==> src/rtl/sipo_pkg.sv <==
// Shared types and helpers for the serial-in/parallel-out receiver.
package sipo_pkg;

  typedef enum logic {
    IDLE  = 1'b0,
    SHIFT = 1'b1
  } rx_state_e;

  // Bit-count width for an N-bit word; the count only ever reaches N-1.
  function automatic int cnt_w(input int n);
    return (n <= 2) ? 1 : $clog2(n);
  endfunction

endpackage

==> src/rtl/sipo_shreg.sv <==
// Shift register and bit counter; presents the completed word combinationally
// with a one-cycle word_done strobe so the holder can load on the same edge.
module sipo_shreg
  import sipo_pkg::*;
#(
  parameter int N         = 4,
  parameter bit MSB_FIRST = 1'b1
) (
  input  logic         clk,
  input  logic         rst,
  input  logic         serial_in,
  input  logic         bit_valid,
  input  logic         clr,
  output logic [N-1:0] word,
  output logic         word_done,
  output logic         busy
);

  localparam int CW = cnt_w(N);

  rx_state_e       state_q, state_d;
  logic [CW-1:0]   cnt_q, cnt_d;
  logic [N-1:0]    sr_q, sr_d;
  logic            busy_q, busy_d;
  logic [N-1:0]    shifted;

  assign shifted = MSB_FIRST ? {sr_q[N-2:0], serial_in} : {serial_in, sr_q[N-1:1]};
  assign word    = shifted;
  assign busy    = busy_q;

  always_comb begin
    state_d   = state_q;
    cnt_d     = cnt_q;
    sr_d      = sr_q;
    word_done = 1'b0;
    if (clr) begin
      state_d = IDLE;
      cnt_d   = '0;
      sr_d    = '0;
    end else if (bit_valid) begin
      case (state_q)
        IDLE: begin
          state_d = SHIFT;
          cnt_d   = CW'(1);
          sr_d    = shifted;
        end
        SHIFT: begin
          if (cnt_q == CW'(N - 1)) begin
            // Last bit: the word leaves via `word` this cycle, so start clean.
            word_done = 1'b1;
            state_d   = IDLE;
            cnt_d     = '0;
            sr_d      = '0;
          end else begin
            cnt_d = cnt_q + CW'(1);
            sr_d  = shifted;
          end
        end
        default: begin
          state_d = IDLE;
          cnt_d   = '0;
        end
      endcase
    end
    busy_d = (cnt_d != '0);
  end

  always_ff @(posedge clk or negedge rst) begin
    if (!rst) begin
      state_q <= IDLE;
      cnt_q   <= '0;
      sr_q    <= '0;
      busy_q  <= 1'b0;
    end else begin
      state_q <= state_d;
      cnt_q   <= cnt_d;
      sr_q    <= sr_d;
      busy_q  <= busy_d;
    end
  end

endmodule

==> src/rtl/sipo_rx.sv <==
// Serial receiver top: wraps the shifter with a valid/ready holding register
// and a sticky overrun flag for words completed while the holder is full.
module sipo_rx
  import sipo_pkg::*;
#(
  parameter int N         = 4,
  parameter bit MSB_FIRST = 1'b1
) (
  input  logic         clk,
  input  logic         rst,
  input  logic         serial_in,
  input  logic         bit_valid,
  input  logic         clr,
  input  logic         out_ready,
  output logic [N-1:0] data_out,
  output logic         out_valid,
  output logic         overrun,
  output logic         busy
);

  logic [N-1:0] word;
  logic         word_done;
  logic [N-1:0] data_q, data_d;
  logic         valid_q, valid_d;
  logic         ovr_q, ovr_d;

  sipo_shreg #(.N(N), .MSB_FIRST(MSB_FIRST)) u_shreg (
    .clk       (clk),
    .rst       (rst),
    .serial_in (serial_in),
    .bit_valid (bit_valid),
    .clr       (clr),
    .word      (word),
    .word_done (word_done),
    .busy      (busy)
  );

  always_comb begin
    data_d  = data_q;
    valid_d = valid_q;
    ovr_d   = ovr_q;
    if (valid_q && out_ready) valid_d = 1'b0;
    if (word_done) begin
      // A word accepted on this edge frees the holder for the new one.
      if (!valid_q || out_ready) begin
        data_d  = word;
        valid_d = 1'b1;
      end else begin
        ovr_d = 1'b1;
      end
    end
    if (clr) ovr_d = 1'b0;
  end

  always_ff @(posedge clk or negedge rst) begin
    if (!rst) begin
      data_q  <= '0;
      valid_q <= 1'b0;
      ovr_q   <= 1'b0;
    end else begin
      data_q  <= data_d;
      valid_q <= valid_d;
      ovr_q   <= ovr_d;
    end
  end

  assign data_out  = data_q;
  assign out_valid = valid_q;
  assign overrun   = ovr_q;

endmodule

==> config.mk <==
export PLATFORM = sky130hd
export DESIGN_NAME = sipo_rx
export DESIGN_NICKNAME = d
export VERILOG_FILES = /design/src/rtl/sipo_pkg.sv /design/src/rtl/sipo_shreg.sv /design/src/rtl/sipo_rx.sv
export SDC_FILE = /design/constraint.sdc
export NUM_CORES = 1
export LEC_CHECK = 0
export ABC_AREA = 1
export ABC_CLOCK_PERIOD_IN_PS = 1320
export CAP_MARGIN = 20
export CORE_AREA = 2 2 39 41
export DETAILED_ROUTE_END_ITERATION = 8
export DIE_AREA = 0 0 41 43
export PLACE_DENSITY = 0.7
export SLEW_MARGIN = 20
export SYNTH_ARGS = -nofsm -noshare
export SYNTH_HDL_FRONTEND = slang
export SYNTH_SLANG_ARGS = --single-unit
==> constraint.sdc <==
create_clock -name clk -period 1.32 [get_ports clk]
set_clock_uncertainty 0.1 [all_clocks]
set_input_delay 0.198 -clock clk [delete_from_list [all_inputs] [get_ports clk]]
set_output_delay 0.198 -clock clk [all_outputs]
set_load 0.02 [all_outputs]
* After elaboration in Yosys (flattened, before gate mapping) *
Cells that the tools add are included.
Widths: inputs -> output; s select.

word-level totals
  bits in registers = 13
  bits of input ports = 6
  output and inout port bits = 7
  logic and storage cells = 41

cells by class
  add/subtract/negate cells = 1
  equal/unequal tests = 2
  muxes and demuxes = 22
  bitwise logic cells = 1
  reduce and logical (&&, ||, !) cells = 8

operators by type and width
  cell                 count
  $mux 1               13
  $mux 3               3
  $mux 2               3
  $pmux 3 s2           1
  $reduce_bool 2->1    3
  $pmux 2 s2           1
  $reduce_and 2->1     2
  $add 2x1->2 const B  1
  $eq 2x2->1 const B   1
  $ne 2x2->1 const B   1
  $pmux 1 s2           1
  $logic_and 1x1->1    1
  $logic_not 1->1      1
  $logic_or 1x1->1     1
  $not 1->1            1

* Longest topological paths before layout *
  depth in word-level cells = 7
  depth in mapped cells = 6
  mapped depth without buffers = 6

* By module *
Synthesis repeated with hierarchy kept, for this count alone.

second synthesis, totals
  cell total of the unflattened synthesis = 69
  area total of the unflattened synthesis = 596.8 um^2

by module, submodules not included
  module      instances  cells each  area each (um^2)
  sipo_shreg  1          43          361.6
  sipo_rx     1          26          235.2

* Worst setup path after synthesis *
Ideal clock, no wire load.

  kind = register to register
  start = reg u_shreg.cnt_q[0]
  end = reg u_shreg.busy_q, in the netlist u_shreg.busy
  data arrival time = 922 ps
  required time = 1096 ps
  path slack = 174 ps
  cell stages (with the launch flop) = 6
  cell sequence = dfrtp_1 > ha_1 > nand3_1 > o21ai_0 > nand2_1 > nand2_1

between the ends
  word-level cells in the longest chain between the ends = 6
  elaborated cells on any way between the ends = 7

RTL lines
  element                                    line                                text
  start: declaration                         sipo_shreg.sv:22                    logic [CW-1:0] cnt_q, cnt_d;
  start signal: assignment                   sipo_shreg.sv:76                    cnt_q <= cnt_d;
  $add 2x1->2 or $eq 2x2->1 (tied branches)  sipo_shreg.sv:55, sipo_shreg.sv:48
  $mux 2                                     sipo_shreg.sv:48                    if (cnt_q == CW'(N - 1)) begin
  $pmux 2 s2                                 sipo_shreg.sv:41                    case (state_q)
  $mux 2 *                                   sipo_shreg.sv:40                    end else if (bit_valid) begin
  $mux 2 *                                   sipo_shreg.sv:36                    if (clr) begin
  $reduce_bool 2->1 *                        sipo_shreg.sv:65                    busy_d = (cnt_d != '0);
  named net u_shreg.busy_d                   sipo_shreg.sv:24                    logic busy_q, busy_d;
  end signal: assignment                     sipo_shreg.sv:78                    busy_q <= busy_d;
  end: declaration                           sipo_shreg.sv:24

Mark *: on every way through the listed nets, which the timed path passes. The rest lies on a longest branch.
A chain may end at the register's enable or synchronous reset.

* Worst setup path after layout *
  start = reg data_q[3], in the netlist data_out[3]
  end = out data_out[3]

RTL lines
  element                   line           text
  start: declaration        sipo_rx.sv:23  logic [N-1:0] data_q, data_d;
  start signal: assignment  sipo_rx.sv:61  data_q <= data_d;
  end: declaration          sipo_rx.sv:15  output logic [N-1:0] data_out,

No word-level cell between the ends.

==> summary.md <==
| Metric | Value |
|---|---|
| Insertion delay to the later sink of the worst-skew pair | `0.27 ns` |
| RSZ-0062 raised after global routing | `no` |
| Share of the synthesized netlist area taken by xor and xnor gates | `0` |
| Gr usage total | `0.152` |
| Core Region | `1380 um^2` |
| Worst R2R Path Depth | `6` |
| Number of sinks driven by the clock tree | `13` |
| Worst path slowest cell | `sky130_fd_sc_hd__dfrtp_1` |
| Post-synthesis adder-cell area fraction | `0.0436` |
| Initial antenna violation count | `0` |
| Mux share of post-synthesis cell area | `0` |
| Top library cells by usage in the layout, fill and taps aside | `16 x sky130_fd_sc_hd__nand2_1, 13 x sky130_fd_sc_hd__dfrtp_1, 9 x sky130_fd_sc_hd__nand3_1` |
| Vias per Instance | `4.72` |
| Yosys warning count | `0` |
| Max-Cap Viols | `0` |
| Clock-pin slew of the registers on the worst-case setup and hold paths | `0.08 ns` |
| Top cell type by total area after synthesis | `sky130_fd_sc_hd__dfrtp_1` |
| Remaining number of nets flagged by the antenna check after routing | `0` |
| Pin count of the biggest net entering global routing | `14` |
| Routed wirelength normalized by instance count | `10.3 um` |
| Drt total wl | `1.02 mm` |
| Post-detail-place hpwl | `798 um` |
| Clock period minus worst slack | `1.26 ns` |
| Period Utilization, post-route | `0.958` |
| Status | `completed` |
| Synthesized Nets | `70` |
| Pwr Density | `955 nW/um^2` |
| Synth Instances | `62` |
| Total Die Area | `1760 um^2` |
| Worst Path Arrival | `0.97 ns` |
| WS Path Type | `reg -> out` |
| Maximum cell stage delay along the critical path | `0.38 ns` |
| Worst endpoint required time | `1.02 ns` |
| Final slew viol count | `0` |
| Layout cells sized above 1 | `0.181` |
| Average size of a mapped cell | `9.26 um^2` |
| Post-Synthesis Cell Area | `574 um^2` |
| Complex-gate fraction of the synthesized area | `0.0697` |
| Top-Level Pins | `13` |
| WP depth | `1` |
| Post-detailed-route DRC marker count | `0` |
| Area fraction in and, or, nand and nor cells after synthesis | `0.248` |
| Number of hold violations in the final report | `0` |
| Starting density of the core | `0.415` |
| Measured slew at the worst slew-check pin | `0.234 ns` |
| Number of storage elements in the synthesis netlist | `13` |
| Final Util | `0.559` |
| Pleak | `0.415 nW` |
| Most common cell after layout, fill and taps aside | `sky130_fd_sc_hd__nand2_1` |
| Area contributors post-synth | `sky130_fd_sc_hd__dfrtp_1 57%, sky130_fd_sc_hd__nand2_1 10%, sky130_fd_sc_hd__nand3_1 7.8%, sky130_fd_sc_hd__inv_1 4.6%, sky130_fd_sc_hd__ha_1 4.4%` |
| Number of unique standard cell types used by synthesis | `17` |
| Number of core rows | `14` |
| Total vias in the final route | `467` |
| IR drop worst, VDD | `468 uV` |
| Largest delay contributor family on the critical path | `flip-flops` |
| Number of buffers created by CTS | `3` |
| CTS root buffer | `sky130_fd_sc_hd__clkbuf_4` |
| Synth-to-Final Area Change | `34.6%` |
| Endpoints failing setup | `0` |
| Max Clock Freq | `791 MHz` |
| Crit Path Max Fanout | `2` |
| Hold slack final | `0.118 ns` |
| Buffers from clock root to sink, at most | `2` |
| Synth top area share | `0.566` |
| Worst path buffer plus inverter count | `1` |
| Number of antenna repair diodes | `0` |
| GR Overflow Total | `0` |
| Die outline height | `43 um` |
| Dominant combinational cell family by area after synthesis | `simple AND/OR/NAND/NOR gates` |
| TritonCTS clock tree | `done` |
| Final Wtd Congestion | `0.753` |
| Number of nets in the final layout | `92` |
| Critical path capture point type | `primary output` |
| Final total power | `0.739 mW` |
| Overall die width | `41 um` |
| Clock H-tree levels | `1` |
| Worst min-delay path category | `in -> async` |
| Sequential fraction of the synthesis area | `0.566` |
| Area occupied by registers | `325 um^2` |
| Type of origin of the critical path | `flop` |
| # fillers | `138` |
| Area used by multi-input combinational logic | `210 um^2` |
| Headroom to the max-slew limit | `0.843` |
| First DRT Iteration DRCs | `8` |
| List of cells traversed by the critical path | `dlygate4sd2_1` |
| First-pass iteration count of the detailed router | `2` |
| First-pass GRT wire length | `1.77 mm` |
| Port bufs | `12` |
| Number of global-route vias before repair | `465` |
==> synth_stat cells <==
cell                       instances
sky130_fd_sc_hd__buf_4             1
sky130_fd_sc_hd__clkinv_1          1
sky130_fd_sc_hd__dfrtp_1          13
sky130_fd_sc_hd__ha_1              2
sky130_fd_sc_hd__inv_1             7
sky130_fd_sc_hd__inv_2             1
sky130_fd_sc_hd__nand2_1          16
sky130_fd_sc_hd__nand2_2           1
sky130_fd_sc_hd__nand3_1           9
sky130_fd_sc_hd__nand3_2           1
sky130_fd_sc_hd__nor2_1            1
sky130_fd_sc_hd__nor2_2            1
sky130_fd_sc_hd__nor2_4            1
sky130_fd_sc_hd__o211ai_1          1
sky130_fd_sc_hd__o21ai_0           3
sky130_fd_sc_hd__o21ai_1           1
sky130_fd_sc_hd__o22ai_1           2
==> through the flow <==
| step | instances | instance area, um^2 | TNS (ns) | worst slack, ns |
|---|---|---|---|---|
| global placement | 94 | 744 | -0.981 | -0.141 |
| finish | 99 | 773 | 0 | 0.0553 |
| detailed placement | 94 | 744 | -1.04 | -0.143 |
| global route | 99 | 773 | 0 | 0.00136 |
| CTS | 98 | 762 | 0 | 0.0224 |
| floorplan | 62 | 574 | 0 | 0.174 |
==> power breakdown <==
group	internal [mW]	switching [mW]	total, mW
clock	0.117	0.123	0.240
sequential	0.411	0.00956	0.420
combinational	0.0376	0.0404	0.0780
==> cell families (layout without fill, tap and decap cells) <==
| family | after synthesis | count (layout) |
|---|---|---|
| compound gates | 7 | 7 |
| flops | 13 | 13 |
| buf+inv | 10 | 31 |
| fa+ha+maj | 2 | 2 |
| simple gates | 30 | 30 |
==> layout make-up <==
class / instances / area share
tap: 16 / 0.0259
clock buffer: 4 / 0.0340
sequential: 13 / 0.421
multi-input combinational: 39 / 0.272
inverter: 9 / 0.0437
timing repair buffer: 18 / 0.204
==> registers in the layout, summed over array words and instances, names as in the netlist <==
register and count:
data_out 4, u_shreg.cnt_q 2, u_shreg.state_q 1, u_shreg.busy 1, out_valid 1, u_shreg.sr_q 3
overrun 1
==> what timing repair did <==
action / in CTS / in global routing
setup buffers: 0 / 1
pin swaps: 0 / 0
hold buffers: 0 / 0
gates resized for setup: 7 / 2
endpoints found under the setup margin: 7 / 7
hold endpoints to repair: 0 / 0
==> path summary, 6_finish.rpt <==
kind | startpoint | end | slack (ns)
min in group clk | data_out[2]$_DFFE_PN0P_ | data_out[2]$_DFFE_PN0P_ | 0.37
worst max-delay path | data_out[3]$_DFFE_PN0P_ | data_out[3] | 0.06
worst min-delay path | rst | u_shreg.state_q$_DFFE_PN0P_ | 0.12
max in group asynchronous | rst | u_shreg.cnt_q[0]$_DFF_PN0_ | 0.84
worst min register to register | data_out[2]$_DFFE_PN0P_ | data_out[2]$_DFFE_PN0P_ | 0.37
worst max register to register | u_shreg.cnt_q[0]$_DFF_PN0_ | data_out[0]$_DFFE_PN0P_ | 0.11
==> layer usage <==
metal | vias to the layer above | global-route usage | share of wire
met5 | - | 0 | 0
met4 | 0 | 0.100 | 0.0078
met3 | 2 | 0.0314 | 0.034
met2 | 8 | 0.234 | 0.50
met1 | 215 | 0.181 | 0.46
li1 | 242 | - | -
Power figures use the tool's default switching activity.
